--- src/rtl/disp_pkg.sv ---
// Shared types and constants for the display scan controller.
package disp_pkg;

    localparam logic [3:0] BLANK_CODE = 4'hF;

    // Power-on image: digit0 shows "0", every other digit blank.
    localparam logic [31:0] RESET_DIGITS = 32'hFFFF_FFF0;

    typedef enum logic [1:0] {
        IDLE,
        CONV,
        COMMIT
    } state_t;

    function automatic longint unsigned pow10_minus1(input int n);
        longint unsigned p;
        p = 1;
        for (int i = 0; i < n; i++) begin
            p = p * 10;
        end
        return p - 1;
    endfunction

endpackage

--- src/rtl/disp_scan_ctrl_if.sv ---
// Load/status/display bundle between the result source and the scan controller.
interface disp_scan_ctrl_if #(
    parameter int NUM_DIGITS = 4,
    parameter int BIN_W      = 14
);
    logic [BIN_W-1:0]      bin_val;
    logic                  load;
    logic                  busy;
    logic                  ovf;
    logic [3:0]            disp_num;
    logic [NUM_DIGITS-1:0] an;

    modport master (
        output bin_val, load,
        input  busy, ovf, disp_num, an
    );

    modport slave (
        input  bin_val, load,
        output busy, ovf, disp_num, an
    );
endinterface

--- src/rtl/bin2bcd_seq.sv ---
// Sequential shift-add-3 binary to BCD converter, one input bit per cycle.
module bin2bcd_seq #(
    parameter int BIN_W      = 14,
    parameter int NUM_DIGITS = 4
) (
    input  logic                    clk,
    input  logic                    rst,
    input  logic                    i_start,
    input  logic [BIN_W-1:0]        i_bin,
    output logic                    o_busy,
    output logic                    o_done,
    output logic [4*NUM_DIGITS-1:0] o_bcd
);
    localparam int BCD_W = 4 * NUM_DIGITS;
    localparam int CNT_W = $clog2(BIN_W + 1);

    logic [BIN_W-1:0] r_bin;
    logic [BCD_W-1:0] r_bcd;
    logic [CNT_W-1:0] r_cnt;
    logic             r_busy;
    logic [BCD_W-1:0] w_adj;

    always_comb begin
        w_adj = r_bcd;
        for (int i = 0; i < NUM_DIGITS; i++) begin
            if (r_bcd[4*i +: 4] >= 4'd5) begin
                w_adj[4*i +: 4] = r_bcd[4*i +: 4] + 4'd3;
            end
        end
    end

    // High in the cycle whose closing edge performs the final shift.
    assign o_done = r_busy && (r_cnt == CNT_W'(BIN_W - 1));
    assign o_busy = r_busy;
    assign o_bcd  = r_bcd;

    always_ff @(posedge clk) begin
        if (rst) begin
            r_busy <= 1'b0;
            r_cnt  <= '0;
            r_bin  <= '0;
            r_bcd  <= '0;
        end else if (i_start && !r_busy) begin
            r_busy <= 1'b1;
            r_cnt  <= '0;
            r_bin  <= i_bin;
            r_bcd  <= '0;
        end else if (r_busy) begin
            r_bcd <= {w_adj[BCD_W-2:0], r_bin[BIN_W-1]};
            r_bin <= r_bin << 1;
            r_cnt <= r_cnt + 1'b1;
            if (o_done) begin
                r_busy <= 1'b0;
            end
        end
    end
endmodule

--- src/rtl/disp_scan_ctrl.sv ---
// Binary result to multiplexed 7-segment digit codes with leading-zero blanking.
module disp_scan_ctrl
    import disp_pkg::*;
#(
    parameter int NUM_DIGITS  = 4,
    parameter int BIN_W       = 14,
    parameter int REFRESH_DIV = 100000
) (
    input logic             clk,
    input logic             rst,
    disp_scan_ctrl_if.slave bus
);
    localparam int BCD_W  = 4 * NUM_DIGITS;
    localparam int SCAN_W = (REFRESH_DIV > 1) ? $clog2(REFRESH_DIV) : 1;
    localparam int IDX_W  = (NUM_DIGITS > 1) ? $clog2(NUM_DIGITS) : 1;

    localparam longint unsigned POW_M1 = pow10_minus1(NUM_DIGITS);
    localparam longint unsigned BIN_MAX = (64'd1 << BIN_W) - 64'd1;
    // Saturate so an unreachable limit can never flag overflow.
    localparam logic [BIN_W-1:0] THR =
        BIN_W'((POW_M1 > BIN_MAX) ? BIN_MAX : POW_M1);

    state_t                r_state;
    logic                  r_busy;
    logic                  r_ovf;
    logic                  r_ovf_pend;
    logic [BCD_W-1:0]      r_dig;
    logic [SCAN_W-1:0]     r_scan;
    logic [IDX_W-1:0]      r_idx;
    logic [NUM_DIGITS-1:0] r_an;
    logic [3:0]            r_disp_num;

    logic                  w_start;
    logic                  w_eng_busy;
    logic                  w_eng_done;
    logic [BCD_W-1:0]      w_eng_bcd;
    logic [BCD_W-1:0]      w_blanked;
    logic                  w_lead;
    logic                  w_scan_tc;
    logic [IDX_W-1:0]      w_idx_nxt;

    assign w_start = (r_state == IDLE) && bus.load;

    bin2bcd_seq #(
        .BIN_W      (BIN_W),
        .NUM_DIGITS (NUM_DIGITS)
    ) u_bcd (
        .clk     (clk),
        .rst     (rst),
        .i_start (w_start),
        .i_bin   (bus.bin_val),
        .o_busy  (w_eng_busy),
        .o_done  (w_eng_done),
        .o_bcd   (w_eng_bcd)
    );

    always_comb begin
        w_blanked = w_eng_bcd;
        w_lead    = 1'b1;
        for (int i = NUM_DIGITS - 1; i >= 1; i--) begin
            if (w_lead && (w_eng_bcd[4*i +: 4] == 4'd0)) begin
                w_blanked[4*i +: 4] = BLANK_CODE;
            end else begin
                w_lead = 1'b0;
            end
        end
        if (r_ovf_pend) begin
            w_blanked = {NUM_DIGITS{BLANK_CODE}};
        end
    end

    always_ff @(posedge clk) begin
        if (rst) begin
            r_state    <= IDLE;
            r_busy     <= 1'b0;
            r_ovf      <= 1'b0;
            r_ovf_pend <= 1'b0;
            r_dig      <= RESET_DIGITS[BCD_W-1:0];
        end else begin
            unique case (r_state)
                IDLE: begin
                    if (bus.load) begin
                        r_ovf_pend <= (bus.bin_val > THR);
                        r_busy     <= 1'b1;
                        r_state    <= CONV;
                    end
                end
                CONV: begin
                    if (w_eng_done || !w_eng_busy) begin
                        r_state <= COMMIT;
                    end
                end
                COMMIT: begin
                    r_dig   <= w_blanked;
                    r_ovf   <= r_ovf_pend;
                    r_busy  <= 1'b0;
                    r_state <= IDLE;
                end
                default: r_state <= IDLE;
            endcase
        end
    end

    assign w_scan_tc = (r_scan == SCAN_W'(REFRESH_DIV - 1));

    always_comb begin
        w_idx_nxt = r_idx;
        if (w_scan_tc) begin
            if (r_idx == IDX_W'(NUM_DIGITS - 1)) begin
                w_idx_nxt = '0;
            end else begin
                w_idx_nxt = r_idx + 1'b1;
            end
        end
    end

    // Anode and data both registered from the next index: no skew between them.
    always_ff @(posedge clk) begin
        if (rst) begin
            r_scan     <= '0;
            r_idx      <= '0;
            r_an       <= ~NUM_DIGITS'(1);
            r_disp_num <= 4'h0;
        end else begin
            r_scan     <= w_scan_tc ? '0 : r_scan + 1'b1;
            r_idx      <= w_idx_nxt;
            r_an       <= ~(NUM_DIGITS'(1) << w_idx_nxt);
            r_disp_num <= r_dig[{w_idx_nxt, 2'b00} +: 4];
        end
    end

    assign bus.busy     = r_busy;
    assign bus.ovf      = r_ovf;
    assign bus.an       = r_an;
    assign bus.disp_num = r_disp_num;
endmodule
--- src/flat_wrapper.sv ---
// flat-port wrapper written by rule: the top's interface ports become plain ports
module disp_scan_ctrl_flat import disp_pkg::*;
#(
    parameter int NUM_DIGITS  = 4,
    parameter int BIN_W       = 14,
    parameter int REFRESH_DIV = 100000
)
  (clk, rst, bus_bin_val, bus_load, bus_busy, bus_ovf, bus_disp_num, bus_an);
  disp_scan_ctrl_if #(.NUM_DIGITS(NUM_DIGITS), .BIN_W(BIN_W)) bus_i ();
  input logic clk;
  input logic rst;
  input wire logic [$bits(bus_i.bin_val)-1:0] bus_bin_val;
  input wire logic [$bits(bus_i.load)-1:0] bus_load;
  output wire logic [$bits(bus_i.busy)-1:0] bus_busy;
  output wire logic [$bits(bus_i.ovf)-1:0] bus_ovf;
  output wire logic [$bits(bus_i.disp_num)-1:0] bus_disp_num;
  output wire logic [$bits(bus_i.an)-1:0] bus_an;
  assign bus_i.bin_val = bus_bin_val;
  assign bus_i.load = bus_load;
  assign bus_busy = bus_i.busy;
  assign bus_ovf = bus_i.ovf;
  assign bus_disp_num = bus_i.disp_num;
  assign bus_an = bus_i.an;
  disp_scan_ctrl #(.NUM_DIGITS(NUM_DIGITS), .BIN_W(BIN_W), .REFRESH_DIV(REFRESH_DIV)) u_core (.clk(clk), .rst(rst), .bus(bus_i));
endmodule
--- config.mk ---
export PLATFORM = sky130hd
export DESIGN_NAME = disp_scan_ctrl_flat
export DESIGN_NICKNAME = d
export VERILOG_FILES = /design/src/rtl/disp_pkg.sv /design/src/rtl/disp_scan_ctrl_if.sv /design/src/rtl/bin2bcd_seq.sv /design/src/rtl/disp_scan_ctrl.sv /design/src/flat_wrapper.sv
export SDC_FILE = /design/constraint.sdc
export NUM_CORES = 1
export LEC_CHECK = 0
export BUFFER_PORTS_ARGS = -buffer_cell sky130_fd_sc_hd__buf_2
export CAP_MARGIN = 0
export CORE_MARGIN = 8
export CORE_UTILIZATION = 59
export CTS_CLUSTER_SIZE = 28
export DETAILED_ROUTE_END_ITERATION = 7
export GPL_TIMING_DRIVEN = 1
export PLACE_DENSITY = 0.84
export SYNTH_ARGS = -nofsm -noshare
export SYNTH_HDL_FRONTEND = slang
export SYNTH_SLANG_ARGS = --single-unit
--- constraint.sdc ---
create_clock -name clk -period 2.41 [get_ports clk]
set_clock_uncertainty 0.05 [all_clocks]
set_input_delay 0.482 -clock clk [delete_from_list [all_inputs] [get_ports clk]]
set_output_delay 0.482 -clock clk [all_outputs]
set_load 0.05 [all_outputs]
==> reports/metrics.cfg <==
[logic_synthesis]
number_of_enable_type_register_cells_in_the_synthesized_netlist=0
syn_nets=446
post_synth_xor_area_fraction_pct=5.72
postSynthRegisterBits=83
synth_top_family_by_area=simple AND/OR/NAND/NOR gates
synth_compound_gate_area_share_pct=10.0
synth.top_cells.by_area=dfxtp_1 (45%), mux2i_1 (8.7%), nor2_1 (7.4%), ha_1 (4.8%), a21oi_1 (3.8%)
synthFlopType=dfxtp_1
synthDominantCellAreaShare_pct=45.2
post_synth_and_or_nand_nor_area_fraction_pct=20.8
synth.mux.area_fraction_pct=9.33
ys_seq_area_share_pct=45.2
ys_types=39
synth.yosys.warnings=0
postSynthAreaPerCell_um2=8.86
asyncSetResetFlopFracSynth_pct=0
netlist_instances=415
synth_adder_area_share_pct=4.77
post-synth-top-area-cell=dfxtp_1
synthesized_cell_area_um2=3680

[critical_path]
timing.rr.end=u_core.bus.disp_num[1]$_SDFF_PP0_
critPathCaptureType=flop
reg2reg_slack_ps=310
critical_path_peak_fanout=12
rr_startpoint=u_core.r_scan[0]$_SDFF_PP0_
crit_path_max_incr_delay_ps=490
start_kind=flop
crit_path_cell_trace=ha_1 > and4_1 > nand4_2 > mux2i_4 > mux2i_1 > o22ai_1
cp.required_ps=2610
cp_top_family=multiplexers
critical_path_type=reg2reg
ff2ff_path_depth=6
crit_slowest_cell=mux2i_4
worstPathArrival_ps=2300
worstPathBufferInverterCount=0

[placement]
cell_count_post_placement=501
dp_hpwl_um=5320
gp_congestion=0.790
numPortBuffers=26

[finish]
final_net_count=468
antenna_cells=0
final-instance-count-excl-fill=517
final_core_utilization_pct=68.7
syn_to_final_growth_pct=11.3
drive_gt1_share_pct=12.4

[floorplanning]
overall_die_area_um2=9010
die_width_um=94.9
core_area_um2=5960
placement_rows=28
floorplan.io_pins=27
start_util_pct=61.7
dieHeight_um=94.9

[clock_network]
cts_repair_resize_count=0
clock_buffer_count_from_cts=9
root_buffer=clkbuf_8
clk-insertion-delay-late_ps=360
clk_path_buf_depth=2
cts.sink_count=83
post-cts-setup-buffer-count=0
ctsHoldBuffers=0
clock_tree.htree_level_count=3
cts.clk_slew.worst_paths_ps=90
cts_tree=done

[worst_hold_path]
holdPathStages=3
hold-path-endpoint=u_core.u_bcd.r_bin[0]$_SDFFE_PP0P_
hp-class=in2reg
holdCritStartpoint=bus_bin_val[0]

[sta]
worst_tran_pin_value_ps=652
grt_setup_unrepaired=false
timing.final.max_slew_violations=0
finalSetupViolations=0
worst_hold_slack_ps=383
layout_min_cycle_time_ps=2100
hold_viol_final=0
max_clock_freq_mhz=476
finalSetupTns_ps=0
final.period_utilization_pct=87.2
slew_headroom_pct=56.1

[global_routing]
gr-total-overflow=0
grt_max_degree=54
number_of_global_route_vias_before_repair=2747
wire_length_of_the_first_global_routing_pass_um=12400
initial_antenna_violation_count=0
grt_util_all_layers_pct=17.3

[detailed_routing]
post-route-drc-count=0
drt.antenna.violating_nets=0
routed_wire_length_per_instance_um=14.4
initialDrtViolationCount=177
drt_first_pass_iters=4
route.detailed.vias_per_inst=5.70
wirelength_um=7420
via_count=2946

[pwr]
power-per-cell-area_nw_per_um2=683
fin_total_pwr_mw=2.79
power.static_leakage_nw=1.70
ir_worst_vdd_mv=0.405

[job]
cap_viol_max_count=0

[status]
status=finished, final reports clean

-- metal layers --
layer | vias up | wire [µm] | track usage (%)
li1 | 1473 | - | -
met1 | 1394 | 3290 | 20.5
met2 | 71 | 3610 | 29.1
met3 | 8 | 423 | 5.87
met4 | 0 | 95 | 5.07
met5 | - | 0 | 0
-- tightest hold or removal path: cells and delay by family --
kind | cells | cell delay [ps]
AND/OR/NAND/NOR | 1 | 120
buffers and inverters | 1 | 80
multiplexers | 1 | 60
-- through the flow --
stage | worst slack, ps | cell area [µm²]
6_report | 308 | 4090
4_1_cts | 304 | 4090
3_5_place_dp | 323 | 3860
2_1_floorplan | 587 | 3680
5_1_grt | 168 | 4090
3_3_place_gp | 447 | 3860
-- power breakdown --
group	switching (mW)	total [mW]	internal (mW)
registers	0.0313	1.44	1.41
clock network	0.488	1.10	0.617
logic	0.148	0.244	0.0958
total	0.667	2.79	2.13
-- state kept, by name, indices dropped and copies added (netlist names) --
| signal | cells |
|---|---|
| u_core.r_scan | 17 |
| u_core.r_state | 2 |
| u_core.bus.ovf | 1 |
| u_core.u_bcd.o_bcd | 16 |
| u_core.r_ovf_pend | 1 |
| u_core.u_bcd.o_busy | 1 |
| u_core.r_idx | 2 |
| u_core.r_dig | 16 |
| u_core.u_bcd.r_cnt | 4 |
| u_core.bus.an | 4 |
| u_core.bus.busy | 1 |
| u_core.bus.disp_num | 4 |
| u_core.u_bcd.r_bin | 14 |
-- area by class of cell --
type                            count  area (µm²)
Multi-Input combinational cell    294        1870
Fill cell                         480        1870
Sequential cell                    83        1660
Timing Repair Buffer               32         175
Clock buffer                       11         141
Tap cell                           75        93.8
Clock inverter                      5        86.3
Inverter                           17        63.8
-- cell usage after synthesis, types with 2 or more instances --
master	number
nand2b_1	18
a21oi_1	28
nor4b_2	2
mux2i_1	32
ha_1	14
nand3_1	15
nand4_1	4
o21ai_0	9
nand2_1	22
clkbuf_1	17
a211oi_1	2
xnor2_1	12
nor3_1	10
nor4_1	3
xor2_1	12
or3_1	3
dfxtp_1	83
inv_1	16
a31oi_1	2
nor3b_1	3
a21o_1	3
nor2_1	72
o22ai_1	15
o211ai_1	2
buf_2	2
-- layout by cell type (no fill, tap or decap), types with 12 or more instances in the layout --
cell      instances
xor2_1           12
inv_1            16
nand3_1          15
xnor2_1          12
nand2_1          22
buf_2            26
a21oi_1          28
nand2b_1         18
o22ai_1          15
dfxtp_1          82
mux2i_1          32
ha_1             14
nor2_1           72
-- how the worst max path moves through the flow --
stage / startpoint / to / slack, ps / cells past startpoint
floorplan: u_core.r_scan[0]$_SDFF_PP0_ / u_core.bus.an[3]$_SDFF_PP1_ / 590 / 6
global placement: u_core.r_scan[0]$_SDFF_PP0_ / u_core.bus.disp_num[2]$_SDFF_PP0_ / 450 / 6
detailed placement: u_core.r_scan[0]$_SDFF_PP0_ / u_core.bus.disp_num[1]$_SDFF_PP0_ / 320 / 6
CTS: u_core.r_scan[0]$_SDFF_PP0_ / u_core.bus.disp_num[1]$_SDFF_PP0_ / 300 / 6
global route: u_core.r_scan[0]$_SDFF_PP0_ / u_core.bus.disp_num[1]$_SDFF_PP0_ / 170 / 6
finish: u_core.r_scan[0]$_SDFF_PP0_ / u_core.bus.disp_num[1]$_SDFF_PP0_ / 310 / 6
-- kinds of logic after synthesis --
family / count (synthesis)
fa+ha+maj: 14
mux: 33
xor+xnor: 24
simple gates: 159
buf+inv: 38
compound gates: 64
flops: 83
No activity file was read; power rests on OpenSTA's default activity.
